[src/rtl/fetch_unit_pkg.sv]
// Shared types and widths for the instruction-fetch front end.
// Holds the fetch FSM encoding, buffer depth and the {pc, inst} entry layout.
package fetch_unit_pkg;

  localparam int INST_ADDR_BUS   = 32;
  localparam int INST_BUS        = 32;
  localparam int FETCH_BUF_DEPTH = 2;
  localparam int CNT_W           = 2;

  typedef enum logic {
    FETCH_STATE_RUN  = 1'b0,
    FETCH_STATE_KILL = 1'b1
  } fetch_state_e;

  typedef struct packed {
    logic [INST_ADDR_BUS-1:0] pc;
    logic [INST_BUS-1:0]      inst;
  } fetch_entry_t;

  function automatic logic [INST_ADDR_BUS-1:0] next_word(input logic [INST_ADDR_BUS-1:0] addr);
    return addr + 32'd4;
  endfunction

endpackage

[src/rtl/fetch_buffer.sv]
// Two-entry {pc, inst} FIFO between instruction memory and decode.
// The head entry lives in its own register so decode sees registered outputs.
module fetch_buffer
  import fetch_unit_pkg::*;
(
  input  logic              clk,
  input  logic              rst,
  input  logic              push,
  input  logic              pop,
  input  logic              flush,
  input  fetch_entry_t      push_entry,
  output logic [CNT_W-1:0]  count,
  output fetch_entry_t      head
);

  fetch_entry_t     tail;
  logic             pop_ok;
  logic             push_ok;
  logic [CNT_W-1:0] slot;

  // A full buffer only accepts a push when the head leaves on the same edge.
  always_comb begin
    pop_ok  = pop && (count != '0);
    push_ok = push && ((count != CNT_W'(FETCH_BUF_DEPTH)) || pop_ok);
    slot    = count - CNT_W'(pop_ok);
  end

  always_ff @(posedge clk or posedge rst) begin
    if (rst) begin
      count <= '0;
      head  <= '0;
      tail  <= '0;
    end else if (flush) begin
      count <= '0;
      head  <= '0;
      tail  <= '0;
    end else begin
      if (pop_ok) begin
        head <= tail;
      end
      if (push_ok) begin
        if (slot == '0) begin
          head <= push_entry;
        end else begin
          tail <= push_entry;
        end
      end
      count <= count + CNT_W'(push_ok) - CNT_W'(pop_ok);
    end
  end

endmodule

[src/rtl/fetch_unit.sv]
// Instruction-fetch front end: issues word fetches, buffers {pc, inst} for decode,
// and squashes wrong-path fetches when decode redirects on the head instruction.
module fetch_unit
  import fetch_unit_pkg::*;
#(
  parameter logic [INST_ADDR_BUS-1:0] RESET_PC  = 32'h0000_0000,
  parameter int                       BUF_DEPTH = FETCH_BUF_DEPTH
) (
  input  logic                     clk,
  input  logic                     rst,
  output logic                     o_memReq,
  output logic [INST_ADDR_BUS-1:0] o_memAddr,
  input  logic                     i_memAck,
  input  logic [INST_BUS-1:0]      i_memData,
  input  logic                     i_stall,
  input  logic                     i_takeBranch,
  input  logic [INST_ADDR_BUS-1:0] i_jpc,
  output logic                     o_valid,
  output logic [INST_ADDR_BUS-1:0] o_pc,
  output logic [INST_BUS-1:0]      o_inst
);

  fetch_state_e             state;
  logic [INST_ADDR_BUS-1:0] next_pc;
  logic                     pop;
  logic                     redirect;
  logic                     hit;
  logic                     push;
  logic                     room;
  logic [CNT_W-1:0]         count;
  logic [CNT_W:0]           count_after;
  fetch_entry_t             head;
  fetch_entry_t             push_entry;

  // Data returning in KILL or on a redirect edge belongs to the wrong path.
  always_comb begin
    pop         = o_valid && !i_stall;
    redirect    = pop && i_takeBranch;
    hit         = o_memReq && i_memAck;
    push        = hit && (state == FETCH_STATE_RUN) && !redirect;
    count_after = {1'b0, count} + {{CNT_W{1'b0}}, push} - {{CNT_W{1'b0}}, pop};
    room        = int'(count_after) < BUF_DEPTH;
    push_entry  = '{pc: o_memAddr, inst: i_memData};
  end

  fetch_buffer u_buffer (
    .clk        (clk),
    .rst        (rst),
    .push       (push),
    .pop        (pop),
    .flush      (redirect),
    .push_entry (push_entry),
    .count      (count),
    .head       (head)
  );

  assign o_valid = (count != '0);
  assign o_pc    = head.pc;
  assign o_inst  = head.inst;

  // A request is only issued when its data is guaranteed a free buffer slot.
  always_ff @(posedge clk or posedge rst) begin
    if (rst) begin
      state     <= FETCH_STATE_RUN;
      o_memReq  <= 1'b0;
      o_memAddr <= '0;
      next_pc   <= RESET_PC;
    end else begin
      case (state)
        FETCH_STATE_RUN: begin
          if (redirect) begin
            if (o_memReq && !hit) begin
              state   <= FETCH_STATE_KILL;
              next_pc <= i_jpc;
            end else begin
              o_memReq  <= 1'b1;
              o_memAddr <= i_jpc;
              next_pc   <= next_word(i_jpc);
            end
          end else if ((!o_memReq || hit) && room) begin
            o_memReq  <= 1'b1;
            o_memAddr <= next_pc;
            next_pc   <= next_word(next_pc);
          end else if (hit) begin
            o_memReq <= 1'b0;
          end
        end
        FETCH_STATE_KILL: begin
          if (hit) begin
            o_memAddr <= next_pc;
            next_pc   <= next_word(next_pc);
            state     <= FETCH_STATE_RUN;
          end
        end
        default: state <= FETCH_STATE_RUN;
      endcase
    end
  end

  always_ff @(posedge clk) begin
    if (!rst) begin
      assert (int'(count) + int'(o_memReq) <= BUF_DEPTH);
    end
  end

endmodule
[config.mk]
export PLATFORM = sky130hd
export DESIGN_NAME = fetch_unit
export DESIGN_NICKNAME = d
export VERILOG_FILES = /design/src/rtl/fetch_unit_pkg.sv /design/src/rtl/fetch_buffer.sv /design/src/rtl/fetch_unit.sv
export SDC_FILE = /design/constraint.sdc
export NUM_CORES = 1
export LEC_CHECK = 0
export BUFFER_PORTS_ARGS = -buffer_cell sky130_fd_sc_hd__clkbuf_2
export CAP_MARGIN = 25
export CORE_AREA = 2 2 135 137
export DETAILED_ROUTE_END_ITERATION = 10
export DIE_AREA = 0 0 137 139
export MAX_ROUTING_LAYER = met4
export PLACE_DENSITY_LB_ADDON = 0.12
export SKIP_LAST_GASP = 1
export SYNTH_ARGS = -nofsm -noshare
export SYNTH_HDL_FRONTEND = slang
export SYNTH_SLANG_ARGS = --single-unit
[constraint.sdc]
create_clock -name clk -period 8.7 [get_ports clk]
set_input_delay 1.305 -clock clk [delete_from_list [all_inputs] [get_ports clk]]
set_output_delay 1.305 -clock clk [all_outputs]
set_load 0.005 [all_outputs]
# Word level (Yosys, flattened, before mapping)
# Cells that the tools add are included.
[op_classes]
add_sub_neg = 7
order_cmp = 1
eq_ne = 6
n_mux = 26
bitwise_logic = 1
reduce_logical = 23
[op_table]
columns = ["op", "n"]
rows = [
  ["$mux W64", 7],
  ["$mux W32", 8],
  ["$pmux W32 S2", 2],
  ["$add A32 B3 Y32 const B", 2],
  ["$logic_and A1 B1 Y1", 9],
  ["$mux W1", 7],
  ["$ne A2 B2 Y1 const B", 3],
  ["$reduce_and A3 Y1", 2],
  ["$logic_not A1 Y1", 4],
  ["$reduce_and A2 Y1", 2],
  ["$reduce_bool A2 Y1", 2],
  ["$sub A2 B1 Y2", 2],
  ["$add A2 B1 Y3", 1],
  ["$lt A3 B2 Y1 const B", 1],
  ["$ne A3 B2 Y1 const B", 1],
  ["$ne A3 B3 Y1 const B", 1],
  ["$reduce_bool A3 Y1", 1],
  ["$sub A3 B1 Y3", 1],
  ["$add A2 B1 Y2", 1],
  ["$logic_not A2 Y1", 1],
  ["$logic_or A1 B1 Y1", 2],
  ["$mux W2", 1],
  ["$ne A2 B1 Y1 const B", 1],
  ["$pmux W1 S2", 1],
  ["$not A1 Y1", 1],
]
[word_totals]
ff_bits = 196
in_bits = 69
out_inout_bits = 98
word_cells = 73

# Longest topological paths before layout
# Gate-level depths: netlist of the first run.
[logic_depth]
depth_word = 12
mapped_depth = 14
ltp_nobuf = 10

# Cells and area by module
# A second synthesis of the first run with hierarchy kept.
[hier_totals]
cells_unflattened = 996
area_unflattened_um2 = 9696.8
[modules_own_cells]
columns = ["mod", "instances", "cells_each", "area_each_um2", "seq_area_each_um2"]
rows = [
  ["fetch_buffer", 1, 524, 5611.6, 3253.1],
  ["fetch_unit", 1, 472, 4085.2, 1651.6],
]

# Least setup slack after synthesis of the first run
# No wires, ideal clock.
[synth_path]
path_kind = "input to register"
from = "in i_stall"
to = "reg o_memAddr[0]"
t_arrival_ns = 4.740
required_time_ns = 8.575
setup_slack_ns = 3.836
stages = 13
path_buffers = 4
path_cell_list = "o21ba_2 > clkbuf_1 > buf_1 > ha_1 > or4_1 > fa_1 > xnor2_1 > and3_1 > nor2_1 > a21o_1 > clkbuf_1 > clkbuf_1 > mux2_2"
[synth_via]
elab_chain_len = 11
word_cells_on_any_way = 14
[synth_rtl]
columns = ["element", "line_no", "text"]
rows = [
  ["start, declared", "fetch_unit.sv:15", "input logic i_stall,"],
  ["$logic_not A1 Y1 *", "fetch_unit.sv:37", "pop = o_valid && !i_stall;"],
  ["$logic_and A1 B1 Y1 *", "fetch_unit.sv:37", ""],
  ["$logic_and A1 B1 Y1", "fetch_unit.sv:38", "redirect = pop && i_takeBranch;"],
  ["$logic_not A1 Y1", "fetch_unit.sv:40", "push = hit && (state == FETCH_STATE_RUN) && !redirect;"],
  ["$logic_and A1 B1 Y1", "fetch_unit.sv:40", ""],
  ["$add A2 B1 Y3", "fetch_unit.sv:41", "count_after = {1'b0, count} + {{CNT_W{1'b0}}, push} - {{CNT_W{1'b0}}, pop};"],
  ["$sub A3 B1 Y3", "fetch_unit.sv:41", ""],
  ["$lt A3 B2 Y1", "fetch_unit.sv:42", "room = int'(count_after) < BUF_DEPTH;"],
  ["$logic_and A1 B1 Y1", "fetch_unit.sv:80", "end else if ((!o_memReq || hit) && room) begin"],
  ["$ne A3 B2 Y1 (no source line)", "--", ""],
  ["$reduce_and A3 Y1 (no source line)", "--", ""],
  ["end signal, assigned", "fetch_unit.sv:77", "o_memAddr <= i_jpc;"],
  ["end signal, assigned", "fetch_unit.sv:82", "o_memAddr <= next_pc;"],
  ["end signal, assigned", "fetch_unit.sv:90", "o_memAddr <= next_pc;"],
  ["end, declared", "fetch_unit.sv:12", "output logic [INST_ADDR_BUS-1:0] o_memAddr,"],
]
# Mark *: on every way between the ends. The rest lies on a longest branch, timed or not.
# A chain may end at the register's enable or synchronous reset.

# Worst setup path after layout of the first run
# Same ends and word-level chain as after synthesis.

==> impl_metrics.json, run 1 <==
{
  "status": "finished, final reports clean",
  "gp_congestion": 0.861,
  "hold_class": "reg2reg",
  "nets": 1257,
  "start_kind": "input port",
  "drcViolationCount": 0,
  "initial_core_util": 0.556,
  "stdcell_count": 1422,
  "synth-xor-area-share": 0.0268,
  "synth_flop_cell": "dfrtp_1",
  "clkTransAtPathRegs_ns": 0.07,
  "nFillCells": 1499,
  "grtUsageTotal": 0.276,
  "critical_path_class": "in2reg",
  "grt_max_degree": 123,
  "drtPass1Iterations": 7,
  "post-cts-setup-buffers": 0,
  "endpoint_kind": "register",
  "synth_area_leaders": "dfrtp_1 50%, mux2i_1 9.2%, nand2_1 7.5%",
  "max_freq_mhz": 180,
  "vias_per_cell": 5.76,
  "io_buffer_count": 166,
  "synthCells": 1062,
  "synth_top_family_by_area": "simple AND/OR/NAND/NOR gates",
  "yosys.area_share.adder": 0.00969,
  "htree_levels": 4,
  "post-synth-top-area-cell": "dfrtp_1",
  "cp.arrival_ns": 5.88,
  "cts_hold_buf": 0,
  "grt_setup_unrepaired": "false",
  "crit_required_ns": 9.02,
  "synth_edf_count": 0,
  "setup_tns_ns": 0,
  "fp.dieH_microns": 139,
  "syn-num-nets": 1138,
  "vias": 8193,
  "die_x_microns": 137,
  "hp-start": "next_pc[1]",
  "clk_path_buf_depth": 2,
  "clock_sinks": 196,
  "dp_hpwl_mm": 16.2,
  "synth_area_sq_um": 9820,
  "maxCapViolations": 0,
  "coreArea_sq_um": 17700,
  "drive_above_1_share": 0.192,
  "fin_crit_ns": 5.56,
  "dp_cells": 1389,
  "finClkSkew_ns": 0.0109,
  "root_buffer": "clkbuf_16",
  "antenna_cells": 0,
  "syn_to_final_growth_pct": 15.6,
  "rows": 49,
  "post-synth-top-count-cell": "nand2_1",
  "synth_cell_type_count": 53,
  "async_flop_share": 1.00,
  "seq_area_frac_synth": 0.500,
  "grt_pass1_vias": 7808,
  "wl_per_cell_microns": 17.5,
  "ys_ff_latch": 196,
  "synth.area.mux_share": 0.0941,
  "cts_inserted_buffers": 17,
  "crit_fanout": 54,
  "synth_compound_area_frac": 0.166,
  "clkLatencyLatePin_ns": 0.43,
  "fin_util": 0.643,
  "grt_overflow": 0,
  "cts.repair.resized": 0,
  "cts_tree": "done",
  "first_iter_violations": 563,
  "worstMarginPinSlew_ns": 0.998,
  "fin_crit_sh": 0.639,
  "hold_end": "next_pc[1]",
  "synth_common_cells": "197 x nand2_1, 196 x dfrtp_1, 116 x o21ai_0, 90 x mux2i_1, 84 x nor2_1",
  "synth_top_area_frac": 0.500,
  "syn_avg_cell_area_sq_um": 9.24,
  "finalMaxSlewViolations": 0,
  "ant_nets": 0,
  "boundaryPins": 167,
  "setup_viol": 0,
  "wl_mm": 24.9,
  "slew_headroom": 0.335,
  "p_leak_nw": 5.34,
  "min_path_cells": 2,
  "antenna_found_initial": 0,
  "powerDensity_nw_per_um2": 363,
  "ys_warn_count": 0,
  "dieArea_sq_um": 19000,
  "reg2reg_slack_ns": 3.66,
  "peakVddDrop_mv": 0.233,
  "rr_startpoint": "u_buffer.count[1]",
  "r2r_end": "o_memAddr[0]",
  "synth-simple-area-share": 0.167,
  "grt_pass1_wl_mm": 40.8,
  "r2r_cells": 11,
  "hold_viol": 0
}
-- critical path, cell delays in order --
cell,delay [ns]
clkbuf_2,0.10
o21ba_4,0.43
buf_4,0.78
ha_1,0.39
or4_1,0.52
fa_1,0.39
xnor2_1,0.15
and3_1,0.24
nor2_1,0.14
a21o_1,0.56
buf_4,0.43
mux2_2,0.38
-- how the worst max path moves through the flow --
stage,startpoint,cells after the start,end
global placement,i_stall,12,o_memAddr[1]
global route,i_stall,12,o_memAddr[1]
floorplan,rst,1,next_pc[0]
finish,i_stall,12,o_memAddr[0]
detailed placement,i_stall,12,o_memAddr[0]
CTS,i_stall,12,o_memAddr[0]
-- state kept, by name (all words and copies together) (netlist names) --
signal and flops:
next_pc 32, u_buffer.count 2, u_buffer.head 64, state 1, u_buffer.tail 64, o_memAddr 32, o_memReq 1
-- stage by stage --
step | setup WS, ns | total power [W] | hold slack [ns] | instance area [sq um]
global placement | 2.80 | 0.00330 | 0.465 | 10800
global route | 2.85 | 0.00444 | 0.520 | 11300
floorplan | 2.05 | 0.00275 | 0.437 | 9820
detailed placement | 2.72 | 0.00337 | 0.468 | 10800
finish | 3.14 | 0.00412 | 0.481 | 11300
CTS | 3.17 | 0.00412 | 0.486 | 11300
-- placed cells by master, fill, tap and decap left out, drive strengths merged, types with 5 or more instances in the layout --
cell type	synthesis	final
xor2	11	11
nand2	197	197
dfrtp	196	196
o22ai	6	6
and2	5	5
clkinv	0	5
or3	6	6
nand3	26	26
nor3	11	11
inv	15	18
ha	6	6
a21oi	44	44
nor2	84	84
and3	11	11
xnor2	19	19
clkbuf	63	187
nand4	14	14
o21ai	116	116
mux2i	90	90
nor4	6	6
buf	16	13
a21o	6	6
a211oi	69	69
-- where the power goes --
group,switching [W],internal (W)
clock,0.000346,0.000390
sequential,0.000371,0.00134
combinational,0.000971,0.000700
-- logic make-up after synthesis --
family	Yosys count
compound gates	267
xor+xnor	30
fa+ha+maj	7
buf+inv	94
flops	196
mux	92
simple gates	376
-- layout make-up --
type,count,area [sq um],area share
flip-flops and latches,196,4900,0.432
multi-input cells,772,4590,0.405
repair buffers,179,956,0.0842
clock buffers,21,470,0.0415
well taps,229,287,0.0252
clock inverters,10,73.8,0.00650
inverters,15,63.8,0.00562
-- metal layers --
layer	routed length, microns	track usage	vias to the layer above
met1	11700	0.396	3969
met4	442	0.0841	0
met2	11600	0.415	213
li1	-	-	3982
met5	0	-	-
met3	1120	0.0329	29
No activity file was read; power rests on OpenSTA's default activity.
==> run 2: changes to the inputs <==
--- a/config.mk
+++ b/config.mk
@@ -7,9 +7,9 @@
 export LEC_CHECK = 0
 export BUFFER_PORTS_ARGS = -buffer_cell sky130_fd_sc_hd__clkbuf_2
 export CAP_MARGIN = 25
-export CORE_AREA = 2 2 135 137
+export CORE_AREA = 2 2 142 144
 export DETAILED_ROUTE_END_ITERATION = 10
-export DIE_AREA = 0 0 137 139
+export DIE_AREA = 0 0 144 146
 export MAX_ROUTING_LAYER = met4
 export PLACE_DENSITY_LB_ADDON = 0.12
 export SKIP_LAST_GASP = 1
==> constraint.sdc (replaced) <==
create_clock -name clk -period 4.7 [get_ports clk]
set_input_delay 0.705 -clock clk [delete_from_list [all_inputs] [get_ports clk]]
set_output_delay 0.705 -clock clk [all_outputs]
set_load 0.005 [all_outputs]
==> impl_metrics.json, run 2 (same netlist as run 1, synthesis figures left out) <==
{
  "antenna_cells": 0,
  "crit_fanout": 16,
  "critical_path_class": "reg2reg",
  "clkTransAtPathRegs_ns": 0.08,
  "die_x_microns": 144,
  "intPower_w": 0.00460,
  "grt_pass1_vias": 7565,
  "clock_sinks": 196,
  "cts_hold_buf": 0,
  "vias_per_cell": 5.54,
  "cts_inserted_buffers": 17,
  "worstMarginPinSlew_ns": 1.07,
  "cts.repair.resized": 0,
  "io_buffer_count": 166,
  "post-cts-setup-buffers": 0,
  "hold_class": "reg2reg",
  "grt_overflow": 0,
  "first_iter_violations": 643,
  "slew_headroom": 0.287,
  "status": "finished, final reports clean",
  "max_freq_mhz": 273,
  "final_common_cell": "dfrtp_1",
  "gp_congestion": 0.903,
  "combPwrFrac": 0.398,
  "grt_max_degree": 197,
  "htree_levels": 4,
  "drcViolationCount": 0,
  "ant_nets": 0,
  "clk_path_buf_depth": 2,
  "antenna_found_initial": 0,
  "setup_viol": 0,
  "fp.dieH_microns": 146,
  "start_kind": "register",
  "syn_to_final_growth_pct": 16.9,
  "hold_slack_ns": 0.478,
  "pwr-share-seq": 0.406,
  "clkLatencyLatePin_ns": 0.43,
  "setup_tns_ns": 0,
  "netSwitchingFraction": 0.407,
  "maxCapViolations": 0,
  "wl_per_cell_microns": 17.0,
  "root_buffer": "clkbuf_16",
  "crit_required_ns": 5.02,
  "grt_setup_unrepaired": "false",
  "p_leak_nw": 5.39,
  "clkPwrFrac": 0.196,
  "fin_crit_ns": 3.66,
  "peakVddDrop_mv": 0.322,
  "finClkSkew_ns": 0.0114,
  "cts_tree": "done",
  "finalMaxSlewViolations": 0,
  "wl_mm": 24.9,
  "vias": 8106,
  "min_path_cells": 2,
  "rows": 51,
  "nets": 1262,
  "stdcell_area_sq_um": 11500,
  "fin_crit_sh": 0.779,
  "drtPass1Iterations": 5,
  "boundaryPins": 167,
  "placed_area_sq_um": 10900,
  "r2r_cells": 10,
  "drive_above_1_share": 0.197,
  "initial_core_util": 0.508,
  "largestRegisters": "u_buffer.head x64, u_buffer.tail x64",
  "cp.arrival_ns": 3.98,
  "p_switching_w": 0.00316,
  "grt_pass1_wl_mm": 40.2,
  "endpoint_kind": "register",
  "dieArea_sq_um": 21000,
  "grtUsageTotal": 0.246,
  "layout_common_cells": "196 x dfrtp_1, 194 x nand2_1, 166 x clkbuf_2",
  "hold_viol": 0,
  "coreArea_sq_um": 19300,
  "powerDensity_nw_per_um2": 676,
  "dp_hpwl_mm": 16.3
}
## run 2: changes by cell type in the layout (fill, tap and decap cells not counted), sizes merged
| cell | delta |
|---|---|
| bufinv | +2 |
| buf | +5 |
| inv | +2 |
| clkbuf | -4 |
| clkinv | +1 |
## run 2: cell type report
| class | count | area [sq um] |
|---|---|---|
| clock buffer | 17 | 425 |
| clock inverter | 15 | 194 |
| fill | 1754 | 7860 |
| inverter | 15 | 60.1 |
| multi-input combinational | 772 | 4580 |
| sequential | 196 | 4900 |
| tap | 265 | 332 |
| timing repair buffer | 184 | 978 |
## run 2: layer usage
layer	global-route usage	share of wire
met1	0.354	0.48
met2	0.369	0.46
met3	0.0326	0.050
met4	0.0676	0.014
met5	-	0
## run 2: critical path, stage by stage (launching register included)
cell and delay [ns]:
dfrtp_1 0.47, o21ba_4 0.32, ha_1 0.30, or4_1 0.52, fa_1 0.39, xnor2_1 0.14
and3_1 0.23, o31ai_2 0.51, buf_4 0.34, nor2_1 0.08, o221a_2 0.24
## run 2: metrics by stage
stage	setup WS (ns)	util	power, W	instances
3_3_place_gp	0.751	0.562	0.00619	1432
5_1_grt	0.819	0.594	0.00837	1464
6_report	1.04	0.594	0.00776	1464
2_1_floorplan	0.436	-	0.00510	1062
4_1_cts	1.05	0.594	0.00782	1464
3_5_place_dp	0.692	0.562	0.00628	1432
## run 2: power by group through the flow
stage / Sequential (W) / Combinational, W / Clock, W
final: 0.00315 / 0.00309 / 0.00152
after global routing: 0.00326 / 0.00348 / 0.00163
after CTS: 0.00314 / 0.00311 / 0.00156
after detailed placement: 0.00317 / 0.00311 / 0
after global placement: 0.00316 / 0.00303 / 0
after floorplan: 0.00300 / 0.00210 / 0
## run 2: path summary, 6_finish.rpt
path,from,to,slack [ns]
min in group asynchronous,rst,u_buffer.head[28],0.55
worst max-delay path,u_buffer.count[1],next_pc[18],1.04
worst max register to register,u_buffer.count[1],next_pc[18],1.04
worst min register to register,next_pc[1],next_pc[1],0.48
max in group asynchronous,rst,o_memAddr[29],3.37
worst min-delay path,next_pc[1],next_pc[1],0.48
==> run 3: changes to the inputs <==
--- a/config.mk
+++ b/config.mk
@@ -7,9 +7,9 @@
 export LEC_CHECK = 0
 export BUFFER_PORTS_ARGS = -buffer_cell sky130_fd_sc_hd__clkbuf_2
 export CAP_MARGIN = 25
-export CORE_AREA = 2 2 142 144
+export CORE_AREA = 2 2 135 137
 export DETAILED_ROUTE_END_ITERATION = 10
-export DIE_AREA = 0 0 144 146
+export DIE_AREA = 0 0 137 139
 export MAX_ROUTING_LAYER = met4
 export PLACE_DENSITY_LB_ADDON = 0.12
 export SKIP_LAST_GASP = 1
==> constraint.sdc (replaced) <==
create_clock -name clk -period 3.5 [get_ports clk]
set_input_delay 0.525 -clock clk [delete_from_list [all_inputs] [get_ports clk]]
set_output_delay 0.525 -clock clk [all_outputs]
set_load 0.005 [all_outputs]
==> impl_metrics.json, run 3 (same netlist as run 1, synthesis figures left out) <==
{
  "setup_viol": 0,
  "cts_inserted_buffers": 17,
  "hold_slack_ns": 0.304,
  "peakVddDrop_mv": 0.435,
  "powerDensity_nw_per_um2": 917,
  "dieArea_sq_um": 19000,
  "endpoint_kind": "register",
  "p_leak_nw": 5.43,
  "grt_overflow": 0,
  "crit_fanout": 22,
  "boundaryPins": 167,
  "top_layer_used": "met4",
  "slowest_delay_ns": 0.52,
  "netSwitchingFraction": 0.401,
  "largestRegisters": "u_buffer.head x64, u_buffer.tail x64",
  "grt_pass1_wl_mm": 41.8,
  "hold_viol": 0,
  "grtUsageTotal": 0.283,
  "root_buffer": "clkbuf_16",
  "wl_per_cell_microns": 17.5,
  "seqCellArea_sq_um": 4900,
  "path_buf_inv": 1,
  "critical_path_class": "reg2reg",
  "max_freq_mhz": 303,
  "cp_slowest_cell": "or4_1",
  "fin_crit_ns": 3.30,
  "r2r_end": "next_pc[22]",
  "vias_per_cell": 5.81,
  "htree_levels": 4,
  "path_cells": "o21ba_4, ha_1, or4_1, fa_1, xnor2_1, and3_2, o31ai_2, buf_12, or3_1, a22oi_1",
  "layout_common_cells": "196 x dfrtp_1, 194 x nand2_1, 166 x clkbuf_2",
  "status": "finished, final reports clean",
  "antenna_cells": 0,
  "nets": 1270,
  "clkPwrFrac": 0.186,
  "rows": 49,
  "drtPass1Iterations": 5,
  "antenna_found_initial": 0,
  "reg2reg_slack_ns": 0.20,
  "drcViolationCount": 0,
  "wl_met1_mm": 11.8,
  "vias": 8344,
  "finClkSkew_ns": 0.00897,
  "dr_wl_met2_mm": 11.6,
  "ant_nets": 0,
  "finalMaxSlewViolations": 0,
  "combPwrFrac": 0.417,
  "fp.dieH_microns": 139,
  "drive_above_1_share": 0.202,
  "dr_wl_met3_mm": 1.28,
  "slew_headroom": 0.401,
  "critPathTopFamily": "simple AND/OR/NAND/NOR gates",
  "cp.arrival_ns": 3.65,
  "cts_tree": "done",
  "start_kind": "register",
  "clk_path_buf_depth": 2,
  "hold_class": "in2reg",
  "syn_to_final_growth_pct": 17.7,
  "r2r_cells": 10,
  "fin_util": 0.655,
  "post-cts-setup-buffers": 0,
  "die_x_microns": 137,
  "clkTransAtPathRegs_ns": 0.07,
  "clock_sinks": 196,
  "hp-start": "i_memData[24]",
  "nFillCells": 1510,
  "multi_input_comb_area_sq_um": 4590,
  "coreArea_sq_um": 17700,
  "p_switching_w": 0.00425,
  "grt_pass1_vias": 8011,
  "worstMarginPinSlew_ns": 0.898,
  "clkLatencyLatePin_ns": 0.43,
  "crit_required_ns": 3.85,
  "rr_startpoint": "u_buffer.count[1]",
  "maxCapViolations": 0,
  "fin_crit_sh": 0.943,
  "io_buffer_count": 166,
  "final_common_cell": "dfrtp_1",
  "dp_hpwl_mm": 16.7,
  "wl_mm": 25.1,
  "hold_end": "u_buffer.tail[24]",
  "pwr-share-seq": 0.397,
  "intPower_w": 0.00635,
  "setup_tns_ns": 0,
  "gp_congestion": 0.867,
  "initial_core_util": 0.556,
  "min_path_cells": 3,
  "first_iter_violations": 568,
  "grt_max_degree": 164,
  "grt_setup_unrepaired": "false"
}
## run 3: changes by cell type in the layout (fill, tap and decap cells not counted)
| cell | delta |
|---|---|
| a21o_1 | -1 |
| a21o_2 | +1 |
| and3_1 | -1 |
| and3_2 | +1 |
| buf_12 | +7 |
| clkinv_2 | -1 |
| clkinv_8 | -2 |
| clkinvlp_4 | +2 |
| dlygate4sd3_1 | +1 |
| inv_6 | +2 |
| inv_8 | -2 |
## run 3: worst max path at each step
stage / startpoint / to / depth (start not counted)
floorplan: i_stall / o_memAddr[0] / 13
global placement: i_stall / next_pc[22] / 11
detailed placement: i_stall / o_memAddr[22] / 12
CTS: u_buffer.count[1] / next_pc[22] / 10
global route: u_buffer.count[1] / next_pc[22] / 10
finish: u_buffer.count[1] / next_pc[22] / 10
## run 3: timing repair
| action | 4_1_cts | 5_1_grt |
|---|---|---|
| gates resized for setup | 0 | 2 |
| hold buffers | 1 | 0 |
| endpoints found under the hold margin | 8 | 0 |
| endpoints found under the setup margin | 0 | 15 |
## run 3: cell type report
cell class / count / share of cell area
Multi-Input combinational cell: 772 / 0.397
Tap cell: 229 / 0.0248
Clock buffer: 17 / 0.0368
Sequential cell: 196 / 0.424
Inverter: 15 / 0.00520
Timing Repair Buffer: 192 / 0.0976
Clock inverter: 14 / 0.0144
## run 3: power groups by stage
stage	registers, W	logic, W	clock network [W]
floorplan	0.00402	0.00285	0
global placement	0.00419	0.00428	0
detailed placement	0.00422	0.00441	0
CTS	0.00419	0.00444	0.00202
global route	0.00434	0.00497	0.00211
finish	0.00421	0.00441	0.00198
## run 3: metrics by stage
| stage | power (W) | setup slack [ns] | cell area [sq um] | std cells |
|---|---|---|---|---|
| after global routing | 0.0114 | 0.00397 | 11600 | 1435 |
| after floorplan | 0.00688 | 0.00995 | 9840 | 1062 |
| final | 0.0106 | 0.201 | 11600 | 1435 |
| after CTS | 0.0106 | 0.192 | 11600 | 1435 |
| after global placement | 0.00847 | 0.160 | 11000 | 1403 |
| after detailed placement | 0.00864 | 0.105 | 11000 | 1403 |
## run 3: worst min-delay path: stages
cell      delay (ns)
clkbuf_2        0.09
nand2_1         0.04
o21ai_0         0.05
## run 3: layer usage
layer  up-vias  global-route usage
li1       4007                   -
met1      4062               0.402
met2       241               0.430
met3        34              0.0387
met4         0              0.0770
met5         -                   -
